**config.mk**
```make
export PLATFORM = sky130hd
export DESIGN_NAME = opcode_rr_arbiter
export DESIGN_NICKNAME = d
export VERILOG_FILES = /design/src/rtl/opcode_rr_arbiter_pkg.sv /design/src/rtl/opcode_rr_arbiter_rr_pick.sv /design/src/rtl/opcode_rr_arbiter.sv
export SDC_FILE = /design/constraint.sdc
export NUM_CORES = 1
export LEC_CHECK = 0
export ABC_AREA = 1
export CAP_MARGIN = 25
export CELL_PAD_IN_SITES_DETAIL_PLACEMENT = 2
export CELL_PAD_IN_SITES_GLOBAL_PLACEMENT = 2
export CORE_AREA = 2 2 110 112
export DETAILED_ROUTE_END_ITERATION = 7
export DIE_AREA = 0 0 112 114
export DONT_BUFFER_PORTS = 1
export GPL_TIMING_DRIVEN = 0
export MAX_ROUTING_LAYER = met4
export PLACE_DENSITY_LB_ADDON = 0.1
export SLEW_MARGIN = 20
export SYNTH_ARGS = -nofsm -noshare
export SYNTH_HDL_FRONTEND = slang
export SYNTH_SLANG_ARGS = --single-unit
```
**constraint.sdc**
```tcl
create_clock -name clk -period 5.4 [get_ports clk]
set_input_delay 0 -clock clk [delete_from_list [all_inputs] [get_ports clk]]
set_output_delay 0 -clock clk [all_outputs]
set_load 0.01 [all_outputs]
```
**src/rtl/opcode_rr_arbiter_pkg.sv**
```systemverilog
// Shared types for the round-robin opcode arbiter:
// address words, the split opcode and the output-register state.
package opcode_rr_arbiter_pkg;

    typedef logic [15:0] word_t;
    typedef logic [31:0] dword_t;

    typedef struct packed {
        word_t instruction;
        word_t absolute;
    } opcode_t;

    typedef enum logic {
        EMPTY = 1'b0,
        FULL  = 1'b1
    } arb_state_t;

endpackage

```
**src/rtl/opcode_rr_arbiter_rr_pick.sv**
```systemverilog
// Combinational round-robin picker: first valid requester at or
// above rr_ptr, wrapping to 0. Shared by arbiters in the codebase.
module rr_pick #(
    parameter int NUM_REQ = 4
) (
    input  logic [NUM_REQ-1:0]         req_valid,
    input  logic [$clog2(NUM_REQ)-1:0] rr_ptr,
    output logic [NUM_REQ-1:0]         grant,
    output logic [$clog2(NUM_REQ)-1:0] winner,
    output logic                       any_valid
);

    localparam int SRC_W = $clog2(NUM_REQ);
    localparam logic [SRC_W:0] NREQ = (SRC_W+1)'(NUM_REQ);

    logic [SRC_W:0]   sum;
    logic [SRC_W-1:0] idx;

    always_comb begin
        grant     = '0;
        winner    = '0;
        any_valid = 1'b0;
        sum       = '0;
        idx       = '0;
        for (int k = 0; k < NUM_REQ; k++) begin
            // one extra bit so the wrap subtraction cannot overflow
            sum = {1'b0, rr_ptr} + (SRC_W+1)'(k);
            if (sum >= NREQ) begin
                sum = sum - NREQ;
            end
            idx = sum[SRC_W-1:0];
            if (!any_valid && req_valid[idx]) begin
                any_valid = 1'b1;
                winner    = idx;
            end
        end
        grant[winner] = any_valid;
    end

endmodule

```
**src/rtl/opcode_rr_arbiter.sv**
```systemverilog
// Round-robin arbiter in front of the opcode split; the winning
// address is split into instruction/absolute and registered.
module opcode_rr_arbiter
    import opcode_rr_arbiter_pkg::*;
#(
    parameter int NUM_REQ = 4,
    parameter int CNT_W   = 16
) (
    input  logic                       clk,
    input  logic                       rst_n,
    input  logic [NUM_REQ-1:0]         req_valid,
    input  dword_t [NUM_REQ-1:0]       req_address,
    output logic [NUM_REQ-1:0]         req_ready,
    output logic                       opcode_valid,
    input  logic                       opcode_ready,
    output opcode_t                    opcode,
    output logic [$clog2(NUM_REQ)-1:0] opcode_src,
    output logic [CNT_W-1:0]           issue_count
);

    localparam int SRC_W = $clog2(NUM_REQ);
    localparam logic [SRC_W-1:0] LAST = SRC_W'(NUM_REQ - 1);

    arb_state_t       state_q, state_d;
    logic [SRC_W-1:0] rr_ptr_q, rr_ptr_d;
    logic [SRC_W-1:0] src_q, src_d;
    opcode_t          opcode_q, opcode_d;
    logic [CNT_W-1:0] cnt_q, cnt_d;

    logic [NUM_REQ-1:0] grant;
    logic [SRC_W-1:0]   winner;
    logic               any_valid;
    logic               fire;
    logic               can_load;
    logic               load;

    rr_pick #(
        .NUM_REQ(NUM_REQ)
    ) u_pick (
        .req_valid(req_valid),
        .rr_ptr   (rr_ptr_q),
        .grant    (grant),
        .winner   (winner),
        .any_valid(any_valid)
    );

    assign opcode_valid = (state_q == FULL);
    assign fire         = opcode_valid & opcode_ready;
    assign can_load     = (state_q == EMPTY) | fire;
    assign load         = can_load & any_valid;
    // gate with rst_n so no grant is seen while reset is held
    assign req_ready    = grant & {NUM_REQ{can_load & rst_n}};

    assign opcode       = opcode_q;
    assign opcode_src   = src_q;
    assign issue_count  = cnt_q;

    always_comb begin
        state_d  = state_q;
        rr_ptr_d = rr_ptr_q;
        src_d    = src_q;
        opcode_d = opcode_q;
        cnt_d    = cnt_q + CNT_W'(fire);

        if (load) begin
            opcode_d.instruction = req_address[winner][31:16];
            opcode_d.absolute    = req_address[winner][15:0];
            src_d                = winner;
            rr_ptr_d = (winner == LAST) ? '0 : winner + 1'b1;
        end

        unique case (state_q)
            EMPTY: begin
                if (any_valid) begin
                    state_d = FULL;
                end
            end
            FULL: begin
                if (opcode_ready && !any_valid) begin
                    state_d = EMPTY;
                end
            end
            default: state_d = EMPTY;
        endcase
    end

    always_ff @(posedge clk or negedge rst_n) begin
        if (!rst_n) begin
            state_q  <= EMPTY;
            rr_ptr_q <= '0;
            src_q    <= '0;
            opcode_q <= '0;
            cnt_q    <= '0;
        end else begin
            state_q  <= state_d;
            rr_ptr_q <= rr_ptr_d;
            src_q    <= src_d;
            opcode_q <= opcode_d;
            cnt_q    <= cnt_d;
        end
    end

endmodule

```
## Word level (Yosys, flattened, before mapping)

Cells that the tools add are included.

| storage, ports and cells | value |
|---|---|
| input port bits | 135 |
| output and inout port bits | 55 |
| register bits | 53 |
| logic and storage cells | 70 |

| cells by class | value |
|---|---|
| muxes and demuxes | 28 |
| bitwise logic cells | 7 |
| equal/unequal tests | 1 |
| add/sub/neg operators | 9 |
| reduce and logical (&&, ||, !) cells | 9 |
| $lt $le $gt $ge | 10 |

Operators with widths:

| kind | number |
|---|---|
| $bmux W32 S2 | 1 |
| $mux W32 | 1 |
| $mux W2 | 9 |
| $add A16 B1 Y16 | 1 |
| $lt A2 B3 Y1 const B | 5 |
| $mux W1 | 11 |
| $ge A3 B3 Y1 const B | 3 |
| $and A4 B4 Y4 | 2 |
| $bmux W1 S2 | 4 |
| $sub A2 B1 Y2 const B | 4 |
| $add A2 B2 Y3 const B | 2 |
| $logic_and A1 B1 Y1 | 5 |
| $logic_not A1 Y1 | 4 |
| $add A2 B1 Y3 const B | 1 |
| $and A1 B1 Y1 | 3 |
| $ge A2 B3 Y1 const B | 1 |
| $add A2 B1 Y2 const B | 1 |
| $demux W1 S2 | 1 |
| $eq A2 B2 Y1 const B | 1 |
| $ge A2 B1 Y1 const B | 1 |
| $pmux W1 S2 | 1 |
| $not A1 Y1 | 1 |
| $or A1 B1 Y1 | 1 |

## Logic depth before layout (Yosys ltp)

Gate-level depths: netlist of the first run.

| logic depth | value |
|---|---|
| word-level depth | 20 |
| mapped depth | 18 |

## By module

Synthesis of the first run repeated with hierarchy kept, for this count alone.

| second synthesis, totals | value |
|---|---|
| cell total of the unflattened synthesis | 697 |
| area, all modules | 4038.9 sq um |

By module, submodules not included:

| module | seq. area each (sq um) | area an instance (sq um) | times used | cells an instance |
|---|---|---|---|---|
| opcode_rr_arbiter | 1326.3 | 3646.0 | 1 | 623 |
| rr_pick | 0.0 | 392.9 | 1 | 74 |

## Worst setup path before layout of the first run

Ideal clock, no wire load.

| path | value |
|---|---|
| path type | register to register |
| start | register state_q, in the netlist opcode_valid |
| end | register cnt_q[15], in the netlist issue_count[15] |
| stages on the path, launching flop included | 10 |
| arrival | 1.733 ns |
| path buffers | 0 |
| slack | 3.543 ns |
| setup time | 0.124 ns |
| cells stage by stage | dfrtp_1 > nand2_1 > inv_1 > ha_1 > nand3_1 > nor3_1 > nand3_1 > nor4_1 > nand3_1 > xnor2_1 |

| between the ends | value |
|---|---|
| cells in the longest elaborated chain, start to end | 2 |

Ends and longest elaborated chain:

| what | RTL line | source |
|---|---|---|
| start, declared | opcode_rr_arbiter.sv:24 | `arb_state_t state_q, state_d;` |
| start signal, assigned | opcode_rr_arbiter.sv:95 | `state_q <= state_d;` |
| $and A1 B1 Y1 | opcode_rr_arbiter.sv:48 | `assign fire = opcode_valid & opcode_ready;` |
| $add A16 B1 Y16 | opcode_rr_arbiter.sv:63 | `cnt_d = cnt_q + CNT_W'(fire);` |
| named net cnt_d[15] | opcode_rr_arbiter.sv:28 | `logic [CNT_W-1:0] cnt_q, cnt_d;` |
| end signal, assigned | opcode_rr_arbiter.sv:99 | `cnt_q <= cnt_d;` |
| end, declared | opcode_rr_arbiter.sv:28 |  |

The timed path passes the listed nets, and every way through them passes these cells.
A chain may end at the register's enable or synchronous reset.

## Final worst setup path of the first run

| path | value |
|---|---|
| start | register rr_ptr_q[0] |
| end | output port req_ready[0] |

| between the ends | value |
|---|---|
| cells in the longest elaborated chain, start to end | 20 |
| elaborated cells between the ends (all ways) | 44 |
| classes of those cells | 7 x add/sub; 6 x order compare; 22 x mux; 2 x bitwise; 7 x reduce/logical |

Ends and longest elaborated chain:

| what | RTL line | source |
|---|---|---|
| start, declared | opcode_rr_arbiter.sv:25 | `logic [SRC_W-1:0] rr_ptr_q, rr_ptr_d;` |
| start signal, assigned | opcode_rr_arbiter.sv:96 | `rr_ptr_q <= rr_ptr_d;` |
| branches (longest 18 deep; another with $add A2 B1 Y3) | n/a |  |
| $and A4 B4 Y4 (no line) * | n/a |  |
| $and A4 B4 Y4 * | opcode_rr_arbiter.sv:52 | `assign req_ready = grant & {NUM_REQ{can_load & rst_n}};` |
| end, declared | opcode_rr_arbiter.sv:13 | `output logic [NUM_REQ-1:0] req_ready,` |

Mark *: on every way between the ends. The select of a mux whose other input is x is not followed.

==> results.txt, run 1 <==
DR vias: 4070
WL final: 15500 um
Worst-Margin Slew: 0.633 ns
minimum clock period: 2.57 ns
cts bufs inserted: 5
final setup TNS: 0 ns
Vias/cell: 5.33
most frequent cell after synthesis: nand2_1
Worst R2R Start: opcode_valid$_DFF_PN0_
NumNets Final: 752
Post-synth ARST share: 1.00
Worst Skew: 0.00574 ns
Critical Path AT: 2.57 ns
largest net degree at the start of global routing: 54
share of layout cells above drive strength 1: 0.0844
worst r2r path cells: 9
Gate power share: 0.693
area grow syn2layout: 11.5%
Initial Util: 0.320
crit-path max FO: 10
RSZ-0062 raised after global routing: false
DRC: 0
Sw Ratio: 0.583
Boundary Pins: 190
clk sinks: 53
Sw Pwr: 2.10 mW
per-cell routed wire length: 20.3 um
Setup WS pre-CTS: 3.00 ns
sequential share of power: 0.212
post-synth cell types: 24
clock latency on the worst-skew pair: 0.30 ns
Pwr Density: 860 nW/um^2
Pleak: 2.38 nW
Starting DRT DRC Count: 118
row cnt: 40
first-pass GRT wire length: 24800 um
PnR worst setup slack: 2.83 ns
Ys Warns: 0
share of the synthesized area in the top cell type: 0.370
Critical path origin: rr_ptr_q[0]$_DFFE_PN0P_
initial antenna violation count: 0
sequential element share of the synthesized area: 0.354
GRT Overall Usage: 0.254
top_reg_cell synth: dfrtp_1
setup violators final: 0
Placer Congestion: 0.839
Clock transition at path regs: 0.08 ns
Post-synth EDFFs: 0
Syn Inst Count: 600
# diodes: 0
Reg-to-Reg End: issue_count[15]$_DFF_PN0_
outcome: complete, no violations
critical path class: reg -> out
grt total ovfl: 0
CTS Root Cell: clkbuf_16
worst vdd ir: 0.000253 V
Seq cells post-synth: 53
Final Max Slew Viols: 0
Reg2Reg Setup Slack: 3.01 ns
Die Y: 114 um
Synth Cell Area: 3750 sq um
CP Data Required Time: 5.40 ns
CP Launch Type: flop
CTS max path bufs: 2
vias in the first global route: 4578
H-tree depth: 2
die width: 112 um
Final Util: 0.357
P_int: 1.50 mW
Worst setup EP type: output pin
Max-Slew Margin vs Limit: 0.578
total die area: 12800 sq um
DR pass1 iterations: 4
worst setup path endpoint: req_ready[0]
dpl hpwl: 12000 um
Final Cycle Share: 0.476
core box area: 11700 sq um
Detail Route Antenna Nets: 0
top cells by area, synth: nand2_1 (37%), dfrtp_1 (35%), nand4_1 (11%)
PortBufs: 0
Synth area leader: nand2_1
clock share of power: 0.095
Post-CTS Setup Bufs: 0
Mean Syn Cell Area: 6.25 sq um
Post-Syn Nets: 737
Power Total: 3.60 mW
Final Hold Fails: 0
synth cell count leaders: nand2_1 (370), nand4_1 (66), dfrtp_1 (53)
max cap viols: 0
max frequency: 389 MHz
hold crit path type: in -> reg
CTS tree: built
final cells by class:
type | instances | area [sq um]
Fill cell | 1483 | 7530
Multi-Input combinational cell | 486 | 2130
Sequential cell | 53 | 1330
Buffer | 41 | 218
Tap cell | 147 | 184
Clock buffer | 5 | 125
Timing Repair Buffer | 8 | 97.6
Inverter | 20 | 77.6
Clock inverter | 3 | 25.0
worst max-delay path, cell delays in order, from the launching register on:
cell     delay (ns)
dfrtp_1        0.38
buf_6          0.14
inv_4          0.10
nand2_1        0.06
nand2_1        0.14
nand2_1        0.07
nand2_1        0.07
nor2_2         0.05
nand3_1        0.09
nand3_2        0.21
inv_2          0.20
buf_2          0.31
nand2_1        0.12
nor3_1         0.33
per-stage QoR:
| stage | instances | area (sq um) | hold slack (ns) |
|---|---|---|---|
| after floorplan | 600 | 3750 | -0.296 |
| after global placement | 747 | 3930 | -0.293 |
| after detailed placement | 747 | 3930 | -0.294 |
| after CTS | 763 | 4180 | 0.0000721 |
| after global routing | 763 | 4180 | 0.0365 |
| final | 763 | 4180 | 0.00130 |
state kept, by name, summed over array words and instances, names as in the netlist:
name          cells
opcode           32
issue_count      16
opcode_src        2
rr_ptr_q          2
opcode_valid      1
power by group through the flow:
stage / logic [mW] / registers [mW] / clock network (mW)
2_1_floorplan: 1.79 / 0.725 / 0
4_1_cts: 2.53 / 0.769 / 0.352
3_3_place_gp: 2.38 / 0.767 / 0
5_1_grt: 2.91 / 0.788 / 0.363
6_report: 2.49 / 0.764 / 0.341
3_5_place_dp: 2.50 / 0.775 / 0
per-layer routing:
metal,vias to the layer above,track usage,part of all wire
met5,-,-,0
met4,0,0.0569,0.017
met3,14,0.0547,0.062
met2,125,0.441,0.51
met1,1992,0.304,0.42
li1,1939,-,-
cell families (layout without fill, tap and decap cells):
group	after synthesis	count (layout)	share of synthesized area
and+or+nand+nor	465	465	0.522
buffers and inverters	61	77	0.0787
DFF	53	53	0.354
xor gates and xnor gates	13	13	0.0304
AOI/OAI and AO/OA	6	6	0.00834
adders and majority gates	2	2	0.00667
what timing repair did:
item | CTS | global route
endpoints found under the hold margin | 60 | 0
resized for setup | 0 | 0
hold buffers | 8 | 0
layout by cell type, fill, tap and decap left out, types with 2 or more instances in the layout:
| master | n |
|---|---|
| buf_1 | 3 |
| buf_2 | 30 |
| buf_6 | 3 |
| clkbuf_1 | 4 |
| clkbuf_16 | 5 |
| dfrtp_1 | 53 |
| dlygate4sd3_1 | 7 |
| ha_1 | 2 |
| inv_1 | 15 |
| inv_2 | 4 |
| inv_6 | 2 |
| nand2_1 | 370 |
| nand3_1 | 11 |
| nand3_2 | 3 |
| nand4_1 | 66 |
| nor2_1 | 7 |
| nor3_1 | 5 |
| o21ai_0 | 4 |
| xnor2_1 | 4 |
| xor2_1 | 9 |
worst min-delay path by stage:
stage / from / end / slack, ns / cells past startpoint
floorplan: rst_n / issue_count[0]$_DFF_PN0_ / -0.30 / 0
global placement: rst_n / opcode_src[0]$_DFFE_PN0P_ / -0.29 / 0
detailed placement: rst_n / opcode_valid$_DFF_PN0_ / -0.29 / 0
CTS: req_address[90] / opcode[26]$_DFFE_PN0P_ / 0.00007 / 6
global route: req_address[24] / opcode[24]$_DFFE_PN0P_ / 0.04 / 6
finish: req_address[24] / opcode[24]$_DFFE_PN0P_ / 0.001 / 6
Note: power is estimated with default switching activity, not from simulation.
==> run 2: changes to the inputs <==
--- a/config.mk
+++ b/config.mk
@@ -9,9 +9,9 @@
 export CAP_MARGIN = 25
 export CELL_PAD_IN_SITES_DETAIL_PLACEMENT = 2
 export CELL_PAD_IN_SITES_GLOBAL_PLACEMENT = 2
-export CORE_AREA = 2 2 110 112
+export CORE_AREA = 2 2 119 121
 export DETAILED_ROUTE_END_ITERATION = 7
-export DIE_AREA = 0 0 112 114
+export DIE_AREA = 0 0 121 123
 export DONT_BUFFER_PORTS = 1
 export GPL_TIMING_DRIVEN = 0
 export MAX_ROUTING_LAYER = met4
==> constraint.sdc (replaced) <==
create_clock -name clk -period 2.1 [get_ports clk]
set_input_delay 0 -clock clk [delete_from_list [all_inputs] [get_ports clk]]
set_output_delay 0 -clock clk [all_outputs]
set_load 0.01 [all_outputs]
==> run 2 against run 1 <==
The flow now finishes with violations (hold timing). Sequential share of layout area shrank 5.1 points. Count of clock-buffer cells in the layout is the same. Critical endpoint is now req_ready[1]. Worst hold slack worse by 0.020 ns. Flip-flop and latch count did not move. Power grew to 3.1 times the previous value. Utilization is 0.95 points higher. Critical path depth shrank 1. Setup slack got worse by 2.8 ns. Die area up 17%. Cell count rose by 8.8%. Largest power group unchanged. First-iteration DRC count rose by 28%.
==> results.txt, run 2 (same netlist as run 1, synthesis figures left out) <==
outcome: finished, violations left (was complete, no violations)
failing checks: hold timing
Final Util: 0.367 (was 0.357)
Clock transition at path regs: 0.08 ns (about the same)
DR vias: 4221 (was 4070)
critical path class: reg -> out (unchanged)
area grow syn2layout: 33.1% (was 11.5%)
core box area: 13600 sq um (was 11700 sq um)
CTS max path bufs: 2 (unchanged)
PnR worst setup slack: 0.00703 ns (was 2.83 ns)
CP Launch Type: flop (unchanged)
worst vdd ir: 0.000733 V (was 0.000253 V)
die width: 121 um (was 112 um)
worst path cell trace: buf_6 > inv_8 > nand2_2 > nand2_4 > nand2_2 > nand2_2 > nor2_4 > nand3_1 > nand3_4 > buf_6 > buf_8 > nor3_4 (was buf_6 > inv_4 > nand2_1 > nand2_1 > nand2_1 > nand2_1 > nor2_2 > nand3_1 > nand3_2 > inv_2 > buf_2 > nand2_1 > nor3_1)
H-tree depth: 2 (unchanged)
most frequent cells in the layout: nand2_1 (351), nand4_1 (66), dfrtp_1 (51) (was nand2_1 (370), nand4_1 (66), dfrtp_1 (53))
Critical Path AT: 2.09 ns (was 2.57 ns)
Max-Slew Margin vs Limit: 0.749 (was 0.578)
clk sinks: 53 (unchanged)
NumNets Final: 786 (was 752)
slowest cell on the critical path: dfrtp_1 (unchanged)
row cnt: 43 (was 40)
Boundary Pins: 190 (unchanged)
CP Data Required Time: 2.10 ns (was 5.40 ns)
Die Y: 123 um (was 114 um)
Pwr Density: 2250 nW/um^2 (was 860 nW/um^2)
max reg flops: 32 (unchanged)
Vias/cell: 5.09 (was 5.33)
PortBufs: 0 (unchanged)
setup violators final: 0 (unchanged)
Critical path origin: rr_ptr_q[0]$_DFFE_PN0P_ (unchanged)
initial antenna violation count: 0 (unchanged)
Final Hold Fails: 3 (was 0)
GRT Overall Usage: 0.231 (was 0.254)
clock latency on the worst-skew pair: 0.31 ns (was 0.30 ns)
minimum clock period: 2.09 ns
vias in the first global route: 4639 (was 4578)
share of layout cells above drive strength 1: 0.171 (was 0.0844)
first-pass GRT wire length: 25600 um (was 24800 um)
CTS Root Cell: clkbuf_16 (unchanged)
WL final: 16900 um (was 15500 um)
crit-path max FO: 10 (unchanged)
Pleak: 2.68 nW (was 2.38 nW)
most used cell, CP: nand2_2 (was nand2_1)
Worst-Margin Slew: 0.375 ns (was 0.633 ns)
CTS tree: built (unchanged)
CP top delay family: simple AND/OR/NAND/NOR gates (unchanged)
WP depth: 12 (was 13)
Initial Util: 0.275 (was 0.320)
cts bufs inserted: 5 (unchanged)
final setup TNS: 0 ns (unchanged)
worst r2r path cells: 15 (was 9)
DRC: 0 (unchanged)
worst hold path depth: 6 (unchanged)
max frequency: 478 MHz
Worst setup EP type: output pin (unchanged)
max cap viols: 0 (unchanged)
Placer Congestion: 0.887 (was 0.839)
Crit path largest cell delay: 0.41 ns (was 0.38 ns)
largest net degree at the start of global routing: 54 (unchanged)
Setup WS pre-CTS: -0.339 ns (was 3.00 ns)
Detail Route Antenna Nets: 0 (unchanged)
Worst Skew: 0.00639 ns (was 0.00574 ns)
hold crit path type: in -> reg (unchanged)
Starting DRT DRC Count: 151 (was 118)
RSZ-0062 raised after global routing: true (was false)
most common cell after layout, fill and taps aside: nand2_1 (unchanged)
Reg2Reg Setup Slack: 0.02 ns (was 3.01 ns)
per-cell routed wire length: 20.4 um (was 20.3 um)
total die area: 14900 sq um (was 12800 sq um)
CP bufs+invs: 4 (unchanged)
# diodes: 0 (unchanged)
DR pass1 iterations: 4 (unchanged)
grt total ovfl: 0 (unchanged)
Worst R2R Start: rr_ptr_q[0]$_DFFE_PN0P_ (was opcode_valid$_DFF_PN0_)
Final Cycle Share: 0.997
Reg-to-Reg End: opcode[12]$_DFFE_PN0P_ (was issue_count[15]$_DFF_PN0_)
worst setup path endpoint: req_ready[1] (was req_ready[0])
dpl hpwl: 11900 um (was 12000 um)
Hold Slack: -0.0190 ns (was 0.00130 ns)
Final Max Slew Viols: 0 (unchanged)
-- run 2: changes by cell type in the layout (fill, tap and decap cells not counted), sizes merged --
cell         before  now
clkinv            0    2
clkbuf            9   11
dlygate4sd3       7   26
buf              38   51
inv              22   20
-- run 2: per-stage QoR --
stage	cell area (sq um)	std cells	power, mW
2_1_floorplan	3750	600	6.48
3_3_place_gp	3980	780	8.27
3_5_place_dp	3980	780	8.51
4_1_cts	4680	820	10.4
5_1_grt	4990	830	12.4
6_report	4990	830	11.2
-- run 2: area by class of cell --
class	instances	area [sq um]
clock inverter	3	25.0
buffer	39	420
inverter	20	90.1
sequential	53	1330
timing repair buffer	44	458
tap	180	225
fill	1641	8620
clock buffer	5	125
multi-input combinational	486	2320
-- run 2: how the worst min path moves through the flow --
stage                               start                  endpoint  slack (ns)
final                     req_address[86]    opcode[22]$_DFFE_PN0P_       -0.02
after global routing      req_address[76]    opcode[12]$_DFFE_PN0P_        0.03
after CTS                  req_address[2]     opcode[2]$_DFFE_PN0P_     0.00008
after detailed placement            rst_n  issue_count[2]$_DFF_PN0_       -0.29
after global placement              rst_n  issue_count[2]$_DFF_PN0_       -0.29
after floorplan                     rst_n  issue_count[0]$_DFF_PN0_       -0.30
-- run 2: repair_timing --
action                     CTS  global route
hold endpoints to repair    73             0
pin swaps                    6            11
setup endpoints to repair   40            41
buffers inserted             7             8
hold buffers                27             0
gates resized for setup     68            69
cloned                       0             2
-- run 2: metal layers --
layer  up-vias  track usage  wire (um)
li1       2017            -          -
met3        15       0.0683       1080
met4         0       0.0429        174
met5         -            -          0
met1      2069        0.266       7040
met2       120        0.404       8640
-- run 2: power by group --
part	total [mW]	leakage, nW	switching, mW	internal [mW]
clock network	0.913	0.0704	0.462	0.451
logic	8.30	1.95	5.05	3.25
registers	2.01	0.663	0.551	1.45
-- run 2: worst reg2reg max path, cell delays in order (launching register included) --
cell	delay, ns
dfrtp_1	0.41
buf_6	0.15
inv_8	0.09
nand2_2	0.07
nand3_2	0.08
nand2_2	0.09
nor2_4	0.16
nand3_1	0.14
nand3_4	0.17
clkinv_4	0.08
buf_6	0.14
buf_8	0.14
nand2_1	0.09
nand2_1	0.06
nand2_1	0.05
nand2_1	0.05
